`config.mk`:
```
export PLATFORM = sky130hd
export DESIGN_NAME = la_ioanalog_muxctrl
export DESIGN_NICKNAME = d
export VERILOG_FILES = /design/src/rtl/la_ioanalog_muxctrl.sv
export SDC_FILE = /design/constraint.sdc
export NUM_CORES = 1
export LEC_CHECK = 0
export BUFFER_PORTS_ARGS = -buffer_cell sky130_fd_sc_hd__buf_2
export CORE_MARGIN = 10
export CORE_UTILIZATION = 40
export CTS_BUF_LIST = sky130_fd_sc_hd__clkbuf_4
export DETAILED_ROUTE_END_ITERATION = 8
export SLEW_MARGIN = 20
export SYNTH_ARGS = -nofsm -noshare
export SYNTH_HDL_FRONTEND = slang
export SYNTH_SLANG_ARGS = --single-unit
```
`constraint.sdc`:
```
create_clock -name clk -period 4.3 [get_ports clk]
set_clock_uncertainty 0.05 [all_clocks]
set_input_delay 0.215 -clock clk [delete_from_list [all_inputs] [get_ports clk]]
set_output_delay 0.215 -clock clk [all_outputs]
set_load 0.01 [all_outputs]
```
`src/rtl/la_ioanalog_muxctrl.sv`:
```
// Core-side analog mux sequencer: routes one core channel onto AMUXBUS_A or AMUXBUS_B
// with a break-before-make gap (all switches open) followed by a settle window.
module la_ioanalog_muxctrl #(
  parameter int unsigned N      = 4,
  parameter int unsigned BBM    = 4,
  parameter int unsigned SETTLE = 8,
  localparam int unsigned SW     = $clog2(N),
  localparam int unsigned CntMax = (BBM > SETTLE) ? BBM : SETTLE,
  localparam int unsigned CW     = $clog2(CntMax + 1)
) (
  input  logic          clk,
  input  logic          reset,
  input  logic          req_valid,
  output logic          req_ready,
  input  logic          req_off,
  input  logic [SW-1:0] req_sel,
  input  logic          req_bus,
  output logic [N-1:0]  en_a,
  output logic [N-1:0]  en_b,
  output logic          settled,
  output logic          done,
  output logic          err,
  output logic [SW-1:0] act_sel,
  output logic          act_bus
);

  typedef enum logic [1:0] {StIdle, StBreak, StSettle, StOn} state_e;

  localparam logic [SW:0] NLim = (SW + 1)'(N);

  state_e        state_q;
  logic [CW-1:0] cnt_q;
  logic [SW-1:0] tgt_sel_q;
  logic          tgt_bus_q;
  logic          tgt_off_q;
  logic [N-1:0]  en_a_q, en_b_q;
  logic          settled_q, done_q, err_q;
  logic [SW-1:0] act_sel_q;
  logic          act_bus_q;

  logic          accept;
  logic          sel_illegal;
  logic          same_path;
  logic [N-1:0]  tgt_onehot;

  always_comb begin
    req_ready   = (state_q == StIdle) || (state_q == StOn);
    accept      = req_valid && req_ready;
    sel_illegal = !req_off && ({1'b0, req_sel} >= NLim);
    same_path   = (state_q == StOn) && !req_off && (req_sel == act_sel_q) &&
                  (req_bus == act_bus_q);
    tgt_onehot  = N'(1) << tgt_sel_q;
  end

  always_ff @(posedge clk) begin
    if (reset) begin
      // Reset opens every switch immediately; no break gap is needed with nothing closed.
      state_q   <= StIdle;
      cnt_q     <= '0;
      tgt_sel_q <= '0;
      tgt_bus_q <= 1'b0;
      tgt_off_q <= 1'b0;
      en_a_q    <= '0;
      en_b_q    <= '0;
      settled_q <= 1'b0;
      done_q    <= 1'b0;
      err_q     <= 1'b0;
      act_sel_q <= '0;
      act_bus_q <= 1'b0;
    end else begin
      done_q <= 1'b0;
      err_q  <= 1'b0;
      unique case (state_q)
        StIdle, StOn: begin
          if (accept) begin
            if (sel_illegal) begin
              err_q <= 1'b1;
            end else if (same_path || (req_off && (state_q == StIdle))) begin
              done_q <= 1'b1;
            end else begin
              state_q   <= StBreak;
              cnt_q     <= CW'(BBM - 1);
              en_a_q    <= '0;
              en_b_q    <= '0;
              settled_q <= 1'b0;
              tgt_sel_q <= req_sel;
              tgt_bus_q <= req_bus;
              tgt_off_q <= req_off;
            end
          end
        end
        StBreak: begin
          if (cnt_q == '0) begin
            if (tgt_off_q) begin
              state_q <= StIdle;
              done_q  <= 1'b1;
            end else begin
              state_q   <= StSettle;
              cnt_q     <= CW'(SETTLE - 1);
              en_a_q    <= tgt_bus_q ? '0 : tgt_onehot;
              en_b_q    <= tgt_bus_q ? tgt_onehot : '0;
              act_sel_q <= tgt_sel_q;
              act_bus_q <= tgt_bus_q;
            end
          end else begin
            cnt_q <= cnt_q - CW'(1);
          end
        end
        StSettle: begin
          if (cnt_q == '0) begin
            state_q   <= StOn;
            settled_q <= 1'b1;
            done_q    <= 1'b1;
          end else begin
            cnt_q <= cnt_q - CW'(1);
          end
        end
        default: state_q <= StIdle;
      endcase
    end
  end

  assign en_a    = en_a_q;
  assign en_b    = en_b_q;
  assign settled = settled_q;
  assign done    = done_q;
  assign err     = err_q;
  assign act_sel = act_sel_q;
  assign act_bus = act_bus_q;

endmodule

```
# [Word-level counts from Yosys, hierarchy flattened]
# Cells that the tools add are included.
[op_classes] n_addsub=1 mul=0 div=0 n_lt_le_gt_ge=0 eq_ne=12 shift=1 mux=32 bitwise=2 n_reduce_logical=19
[op_table] operator="4-bit two-way mux" count=13
[op_table] operator="4-bit case mux with 2 select lines" count=2
[op_table] operator="2-bit inequality test, second input constant" count=6
[op_table] operator="4-bit case mux with 3 select lines" count=1
[op_table] operator="4-bit AND reduction" count=3
[op_table] operator="2-bit two-way mux" count=5
[op_table] operator="1-bit two-way mux" count=8
[op_table] operator="2-bit case mux with 3 select lines" count=1
[op_table] operator="3-bit AND reduction" count=2
[op_table] operator="1-bit logical AND" count=5
[op_table] operator="5-bit AND reduction" count=1
[op_table] operator="2-bit equality test, second input constant" count=2
[op_table] operator="4-bit zero test" count=1
[op_table] operator="2-bit nonzero test" count=2
[op_table] operator="1-bit by 2-bit left shift with 4-bit output, first input constant" count=1
[op_table] operator="4-bit by 1-bit subtractor with 4-bit output, second input constant" count=1
[op_table] operator="3-bit inequality test, second input constant" count=1
[op_table] operator="1-bit case mux with 3 select lines" count=1
[op_table] operator="2-bit by 1-bit equality test with 1-bit output, second input constant" count=1
[op_table] operator="2-bit equality test" count=1
[op_table] operator="2-bit zero test" count=1
[op_table] operator="1-bit logical OR" count=2
[op_table] operator="1-bit inverter" count=2
[op_table] operator="1-bit case mux with 2 select lines" count=1
[op_table] operator="other kinds (3)" count=3
[totals] ff_bits=23 latchBits=0 ram_bits=0 romBits=0 in_bits=7 out_inout_bits=15 word_cells=78 mem_count=0

# [Longest topological paths before layout]
# Gate-level depths: netlist of run 1.
[logic_depth] depth_word=8 depth_mapped=8 depth_no_buf=6

# [Worst setup path before layout of run 1]
# Ideal clock, no wire load.
[synth_timing] kind="register to register" from="reg state_q[0]" to="reg cnt_q[3]" setup_time_ns=0.061 t_arrival_ns=2.010 t_required_ns=4.189 slack_ns=2.179 stages_incl_launch_ff=8 path_buffers=1 period_less_slack_ns=2.121 cell_sequence="dfxtp_1 > inv_1 > ha_1 > buf_4 > or3b_1 > or4_4 > o311ai_0 > a32o_1"
[synth_via] elab_chain_len=7 word_cells_on_any_way=18 classes_between="eq/ne: 7; mux: 1; reduce/logical: 10"
[synth_rtl] element="start, declared" line="31" text="state_e state_q;"
[synth_rtl] element="start signal, assigned" line="58" text="state_q <= StIdle;"
[synth_rtl] element="start signal, assigned" line="81" text="state_q <= StBreak;"
[synth_rtl] element="start signal, assigned" line="95" text="state_q <= StIdle;"
[synth_rtl] element="2-bit equality test" line="47, 50, 73"
[synth_rtl] element="1-bit logical AND (3 in series)" line="50" text="same_path = (state_q == StOn) && !req_off && (req_sel == act_sel_q) &&"
[synth_rtl] element="1-bit logical OR" line="78" text="end else if (same_path || (req_off && (state_q == StIdle))) begin"
[synth_rtl] element="2-bit inequality test (no line)"
[synth_rtl] element="4-bit AND reduction (no line)"
[synth_rtl] element="end signal, assigned" line="82" text="cnt_q <= CW'(BBM - 1);"
[synth_rtl] element="end signal, assigned" line="99" text="cnt_q <= CW'(SETTLE - 1);"
[synth_rtl] element="end signal, assigned" line="106" text="cnt_q <= cnt_q - CW'(1);"
[synth_rtl] element="end, declared" line="32" text="logic [CW-1:0] cnt_q;"
# Several ways; a longest one is shown, not always the timed one.
# A chain may end at the register's enable or synchronous reset.

# [Worst setup path after layout of run 1]
[layout_timing] from="reg state_q[0]" to="reg cnt_q[0]"
# Same word-level chain as after synthesis.

==> metrics.txt, run 1 <==
CTS Buffer Depth=2; Cells after Synth=141; Final ANT Viol Nets=0; worst path cell trace=inv_1, ha_1, or3b_1, nor4_4, nor3_1, o221a_2; FMAX=0.387 GHz; vias per cell=5.80; Avg Cell Area, Syn=9.10 sq um; CP bufs+invs=1; Final Max Tran Viols=0; WP data arrival=2760 ps; period utilization=0.601; Max stage delay cell, worst path=nor4_4; Synth Cell Area=1280 sq um; status=completed; layout cells sized above 1=0.212; io pins=22; static leakage=0.546 nW; Peak VDD IR=0.253 mV; Core Area=3050 sq um; Synth warnings=0; top-area cell type share of the netlist area=0.359; most common cell after layout, fill and taps aside=dfxtp_1; Reg area=460 sq um; endpoints failing setup=0; RSZ-0062 raised after global routing=false; Vert. Die Dim=76.7 um; hold crit path type=primary input to flop; global route overflow=0; commonest cells after routing, fill and taps aside=dfxtp_1, buf_2, nand2_1; sequential element share of the synthesized area=0.359; Synth area leaders=dfxtp_1, o311ai_0, o41ai_1, ha_1, nand2_1; Setup Total Neg Slack=0 ps; die area=5880 sq um; PostCTS Resize Cnt=0; count of final hold-check violations=0; drt pass-1 iters=4; critical-path maximum fanout=12; worst slew pin tran=829 ps; CP top delay family=simple AND/OR/NAND/NOR gates; Post-synth ARST share=0; Worst Setup End Kind=flop; Slew HR=0.448; clock sinks=23; Inserted Diodes=0; # fillers=313; Port-buffer cells=20; initial antenna violation count=0; CP max stage delay=500 ps; Hold-fix buffers, CTS=0; DRC violations left=0; total track usage=0.104; CP startpoint kind=flop; largest net degree at the start of global routing=23; Routed WL=3090 um; global placer's final weighted congestion=0.817; Pwr Density=508 nW/um^2; initial core utilization=0.420; FF+latch count, synth=23; cts bufs inserted=3; CTS tree=yes; H-tree depth=1; Main synth FF type=dfxtp_1; post-synth top area cell=dfxtp_1; Syn Nets=154; detailed placement HPWL=2260 um; Worst-Skew Late Latency=320 ps; dpl ws=1820 ps; buffer count from post-CTS setup fixing=0; Post-synth EDFFs=0; Max-Cap Viols=0; Worst Setup Slack, final=1720 ps; die width=76.7 um; DRT iter0 DRCs=144; WL per Instance=15.4 um; Clk pin slew, worst setup/hold paths=130 ps; multi-input combinational cell area=741 sq um; area delta synth->final=10.0%; Yosys cell types=38; post-layout minimum cycle time=2580 ps; number of global-route vias before repair=1,201; first-pass GRT wire length=5310 um; post-layout net count=170; Vias=1,159; number of cell rows=20; Worst Path Class, Setup=flop to flop; required time of the worst setup path=4480 ps; root buf cell=clkbuf_4
where the power goes:
part | total, mW | internal (mW) | switching, mW
combinational | 0.339 | 0.119 | 0.221
clock | 0.109 | 0.0426 | 0.0666
sequential | 0.270 | 0.243 | 0.0269
total | 0.718 | 0.404 | 0.314
cell usage after synthesis, drive strengths merged, types with 3 or more instances:
cell type  number
a21oi           9
nor2            6
nand3           4
mux2i           5
ha              6
or4             3
nand2b          4
xor2            3
o21ai           3
o311ai         10
o41ai           9
nor3            3
dfxtp          23
buf             7
inv             7
nand2          18
through the flow:
step                      area, sq um  std cells  hold WS [ps]  power [mW]   util
after floorplan                  1280        141           307       0.544      -
after global placement           1380        196           421       0.603  0.453
after detailed placement         1380        196           423       0.608  0.453
after CTS                        1410        200           113       0.714  0.463
after global routing             1410        200          95.4       0.775  0.463
final                            1410        200           103       0.718  0.463
area by class of cell:
class | instances | share of cell area
multi-input combinational | 102 | 0.524
sequential | 23 | 0.326
timing repair buffer | 20 | 0.0709
tap | 44 | 0.0390
clock buffer | 4 | 0.0213
inverter | 7 | 0.0186
path summary, 6_finish.rpt:
path | endpoint | from | slack [ps] | cells after the start
worst max-delay path | cnt_q[0]$_SDFFE_PP0P_ | state_q[0]$_SDFFE_PP0P_ | 1720 | 6
worst min register to register | act_sel[0]$_SDFFE_PP0P_ | act_sel[0]$_SDFFE_PP0P_ | 440 | 2
worst min-delay path | tgt_bus_q$_SDFFE_PP0P_ | req_bus | 100 | 3
worst max register to register | cnt_q[0]$_SDFFE_PP0P_ | state_q[0]$_SDFFE_PP0P_ | 1720 | 6
logic make-up (layout without fill, tap and decap cells):
logic type	Yosys count	in the layout	synth area share
and+or+nand+nor	47	47	0.214
AOI/OAI and AO/OA	40	40	0.242
DFF	23	23	0.359
buffers and inverters	16	31	0.0643
adders and majority gates	6	6	0.0585
muxes	5	5	0.0390
xor gates and xnor gates	3	3	0.0205
other	1	1	0.00292
routing by layer:
metal,vias up,GRT usage,share of wire
li1,563,-,-
met1,561,0.123,0.45
met2,31,0.177,0.48
met3,4,0.0268,0.052
met4,0,0.0353,0.014
met5,-,0,0
flip-flops by register name, indices dropped and copies added (netlist names):
name / count
en_a: 4
act_bus: 1
en_b: 4
tgt_bus_q: 1
settled: 1
act_sel: 2
done: 1
cnt_q: 4
tgt_off_q: 1
tgt_sel_q: 2
state_q: 2
worst min-delay path, cell delays in order:
cell	delay [ps]
buf_2	110
nand2_1	50
mux2i_1	60
(Power assumes the default switching activity.)
==> run 2, diff against run 1 <==
--- a/config.mk
+++ b/config.mk
@@ -5,6 +5,7 @@
 export SDC_FILE = /design/constraint.sdc
 export NUM_CORES = 1
 export LEC_CHECK = 0
+export ABC_AREA = 1
 export BUFFER_PORTS_ARGS = -buffer_cell sky130_fd_sc_hd__buf_2
 export CORE_MARGIN = 10
 export CORE_UTILIZATION = 40
==> constraint.sdc (replaced) <==
create_clock -name clk -period 2.3 [get_ports clk]
set_clock_uncertainty 0.05 [all_clocks]
set_input_delay 0.115 -clock clk [delete_from_list [all_inputs] [get_ports clk]]
set_output_delay 0.115 -clock clk [all_outputs]
set_load 0.01 [all_outputs]
==> metrics.txt, run 2 <==
Post-synth ARST share=0 (unchanged); Port-buffer cells=20 (unchanged); endpoints failing setup=0 (unchanged); detailed placement HPWL=2100 um (-7.0%); Final Max Tran Viols=0 (unchanged); commonest cells after routing, fill and taps aside=nand2_1, nor2_1, dfxtp_1; die width=77.0 um (+0.43%); # fillers=330 (+5.4%); Vias=1,215 (+4.8%); net load switching power=0.887 mW (+180%); global route overflow=0 (unchanged); sequential element share of the synthesized area=0.355 (-0.00415); PostCTS Resize Cnt=0 (unchanged); hold crit path type=primary input to flop; area delta synth->final=11.7%; static leakage=0.696 nW (+27%); RSZ-0062 raised after global routing=false; critical-path maximum fanout=26 (+14); most common cell after layout, fill and taps aside=nand2_1; Reg2Reg Setup Slack=420 ps (-1300 ps); Crit. Startpoint=state_q[0]$_SDFFE_PP0P_; Final ANT Viol Nets=0 (unchanged); number of cell rows=20 (unchanged); top-area cell type share of the netlist area=0.355 (-0.00415); top-count cell post-synth=nand2_1; Tot Pwr=1.85 mW (+160%); CTS Buffer Depth=2 (unchanged); CP startpoint kind=flop; cts bufs inserted=3 (unchanged); CTS tree=yes; Worst-Skew Late Latency=320 ps (about the same); FF+latch count, synth=23 (unchanged); die area=5930 sq um (+0.86%); Hold-fix buffers, CTS=2 (+2); Pwr Density=1280 nW/um^2 (+150%); DRT iter0 DRCs=74 (-49%); Synth warnings=0 (unchanged); Peak VDD IR=0.660 mV (+160%); buffer count from post-CTS setup fixing=0 (unchanged); Routed WL=2770 um (-10%); post-synth top area cell=dfxtp_1; Worst Path Class, Setup=flop to flop; Post-synth EDFFs=0 (unchanged); FF-to-FF path depth=7 (+1); P_int=0.968 mW (+140%); RR Endpoint=cnt_q[3]$_SDFFE_PP0P_; period utilization=0.819 (+0.219); WL per Instance=10.8 um (-30%); post-layout minimum cycle time=1880 ps (-698 ps); Inserted Diodes=0 (unchanged); Comb pwr share=0.571 (+0.098); vias per cell=4.73 (-18%); post-layout net count=227 (+34%); crit path capture=cnt_q[3]$_SDFFE_PP0P_; Worst Setup End Kind=flop; status=completed; Setup Total Neg Slack=0 ps (unchanged); switch share=0.478 (+0.0406); layout cells sized above 1=0.164 (-0.0472); io pins=22 (unchanged); largest net degree at the start of global routing=27 (+17%); clock sinks=23 (unchanged); first-pass GRT wire length=4900 um (-7.7%); count of final hold-check violations=0 (unchanged); part of the power in the clock network=0.103 (-0.049); Synth Cell Area=1300 sq um (+1.2%); initial antenna violation count=0 (unchanged); drt pass-1 iters=4 (unchanged); Main synth FF type=dfxtp_1; Vert. Die Dim=77.0 um (+0.43%); WP data arrival=2050 ps (-710 ps); DRC violations left=0 (unchanged); Final Core Density=0.471 (+0.00843); R2R Path Start=state_q[0]$_SDFFE_PP0P_; root buf cell=clkbuf_4; Core Area=3080 sq um (+0.82%); most instantiated cells after synthesis=nand2_1, nor2_1, dfxtp_1; total track usage=0.0958 (-0.00803); initial core utilization=0.422 (+0.00146); global placer's final weighted congestion=0.800 (-2.0%); Syn Nets=205 (+33%); required time of the worst setup path=2460 ps (-2020 ps); Reg power frac=0.327 (-0.048); Clk pin slew, worst setup/hold paths=140 ps (about the same); H-tree depth=1 (unchanged); Max-Cap Viols=0 (unchanged); number of global-route vias before repair=1,153 (-4.0%); Cells after Synth=192 (+36%); Synth area leaders=dfxtp_1, nand2_1, a21oi_1, nand3_1, nor2_1; FMAX=0.531 GHz (+37%); Yosys cell types=25 (-34%); dpl ws=478 ps (-1340 ps); Worst Setup Slack, final=415 ps (-1300 ps); Avg Cell Area, Syn=6.76 sq um (-26%)
-- run 2: cell types whose count changed after synthesis, moves of 4 or more --
cell	delta
o41ai_1	-9
mux2i_1	-5
nand2_1	+32
inv_1	+13
nand3_1	+15
o311ai_0	-10
nor2_1	+18
a21oi_1	+14
nand2b_1	-4
o21ai_0	+5
-- run 2: cells by family (layout without fill, tap and decap cells) --
logic type / count (synthesis) / count (layout) / share of synthesized area
buffers and inverters: 28 / 49 / 0.106
flip-flops: 23 / 23 / 0.355
AND/OR/NAND/NOR: 100 / 100 / 0.330
AO/OA/AOI/OAI: 33 / 33 / 0.142
XOR/XNOR: 1 / 1 / 0.00674
other: 1 / 1 / 0.00289
adder cells (fa/ha/maj): 6 / 6 / 0.0578
-- run 2: worst max-delay path, cell delays in order (launching register included) --
cell	delay, ps
dfxtp_1	440
inv_1	100
ha_1	400
inv_2	130
nand2_2	390
nand3_1	130
nand2_1	80
nor2_1	60
-- run 2: final cells by class --
| class | instances | area (sq um) | area share |
|---|---|---|---|
| Sequential cell | 23 | 460 | 0.318 |
| Clock buffer | 3 | 22.5 | 0.0155 |
| Inverter | 23 | 86.3 | 0.0595 |
| Multi-Input combinational cell | 141 | 701 | 0.483 |
| Tap cell | 44 | 55.1 | 0.0380 |
| Timing Repair Buffer | 22 | 120 | 0.0828 |
| Clock inverter | 1 | 5.00 | 0.00345 |
-- run 2: stage by stage --
stage | hold slack [ps] | std cells | instance area, sq um
2_1_floorplan | 134 | 192 | 1300
3_3_place_gp | 315 | 251 | 1400
3_5_place_dp | 320 | 251 | 1400
4_1_cts | 21.6 | 257 | 1450
5_1_grt | 26.3 | 257 | 1450
6_report | 22.5 | 257 | 1450
-- run 2: worst min path at each step --
stage / startpoint / to / slack (ps) / depth (start not counted)
after global routing: req_bus / tgt_bus_q$_SDFFE_PP0P_ / 30 / 3
after floorplan: reset / state_q[0]$_SDFFE_PP0P_ / 130 / 1
final: req_bus / tgt_bus_q$_SDFFE_PP0P_ / 20 / 3
after global placement: reset / tgt_bus_q$_SDFFE_PP0P_ / 320 / 2
after detailed placement: reset / tgt_sel_q[1]$_SDFFE_PP0P_ / 320 / 2
after CTS: req_bus / tgt_bus_q$_SDFFE_PP0P_ / 20 / 3
-- run 2: routing by layer --
metal / vias up / share of wire / wire [um] / track usage
li1: 650 / - / - / -
met1: 529 / 0.45 / 1260 / 0.118
met2: 34 / 0.47 / 1300 / 0.152
met3: 2 / 0.070 / 194 / 0.0280
met4: 0 / 0.0076 / 21 / 0.0401
met5: - / 0 / 0 / 0
-- run 2: power groups by stage --
stage	sequential [mW]	clock [mW]	combinational (mW)
CTS	0.608	0.201	1.06
finish	0.606	0.190	1.06
detailed placement	0.617	0	1.06
global placement	0.614	0	1.05
floorplan	0.637	0	0.871
global route	0.628	0.217	1.21
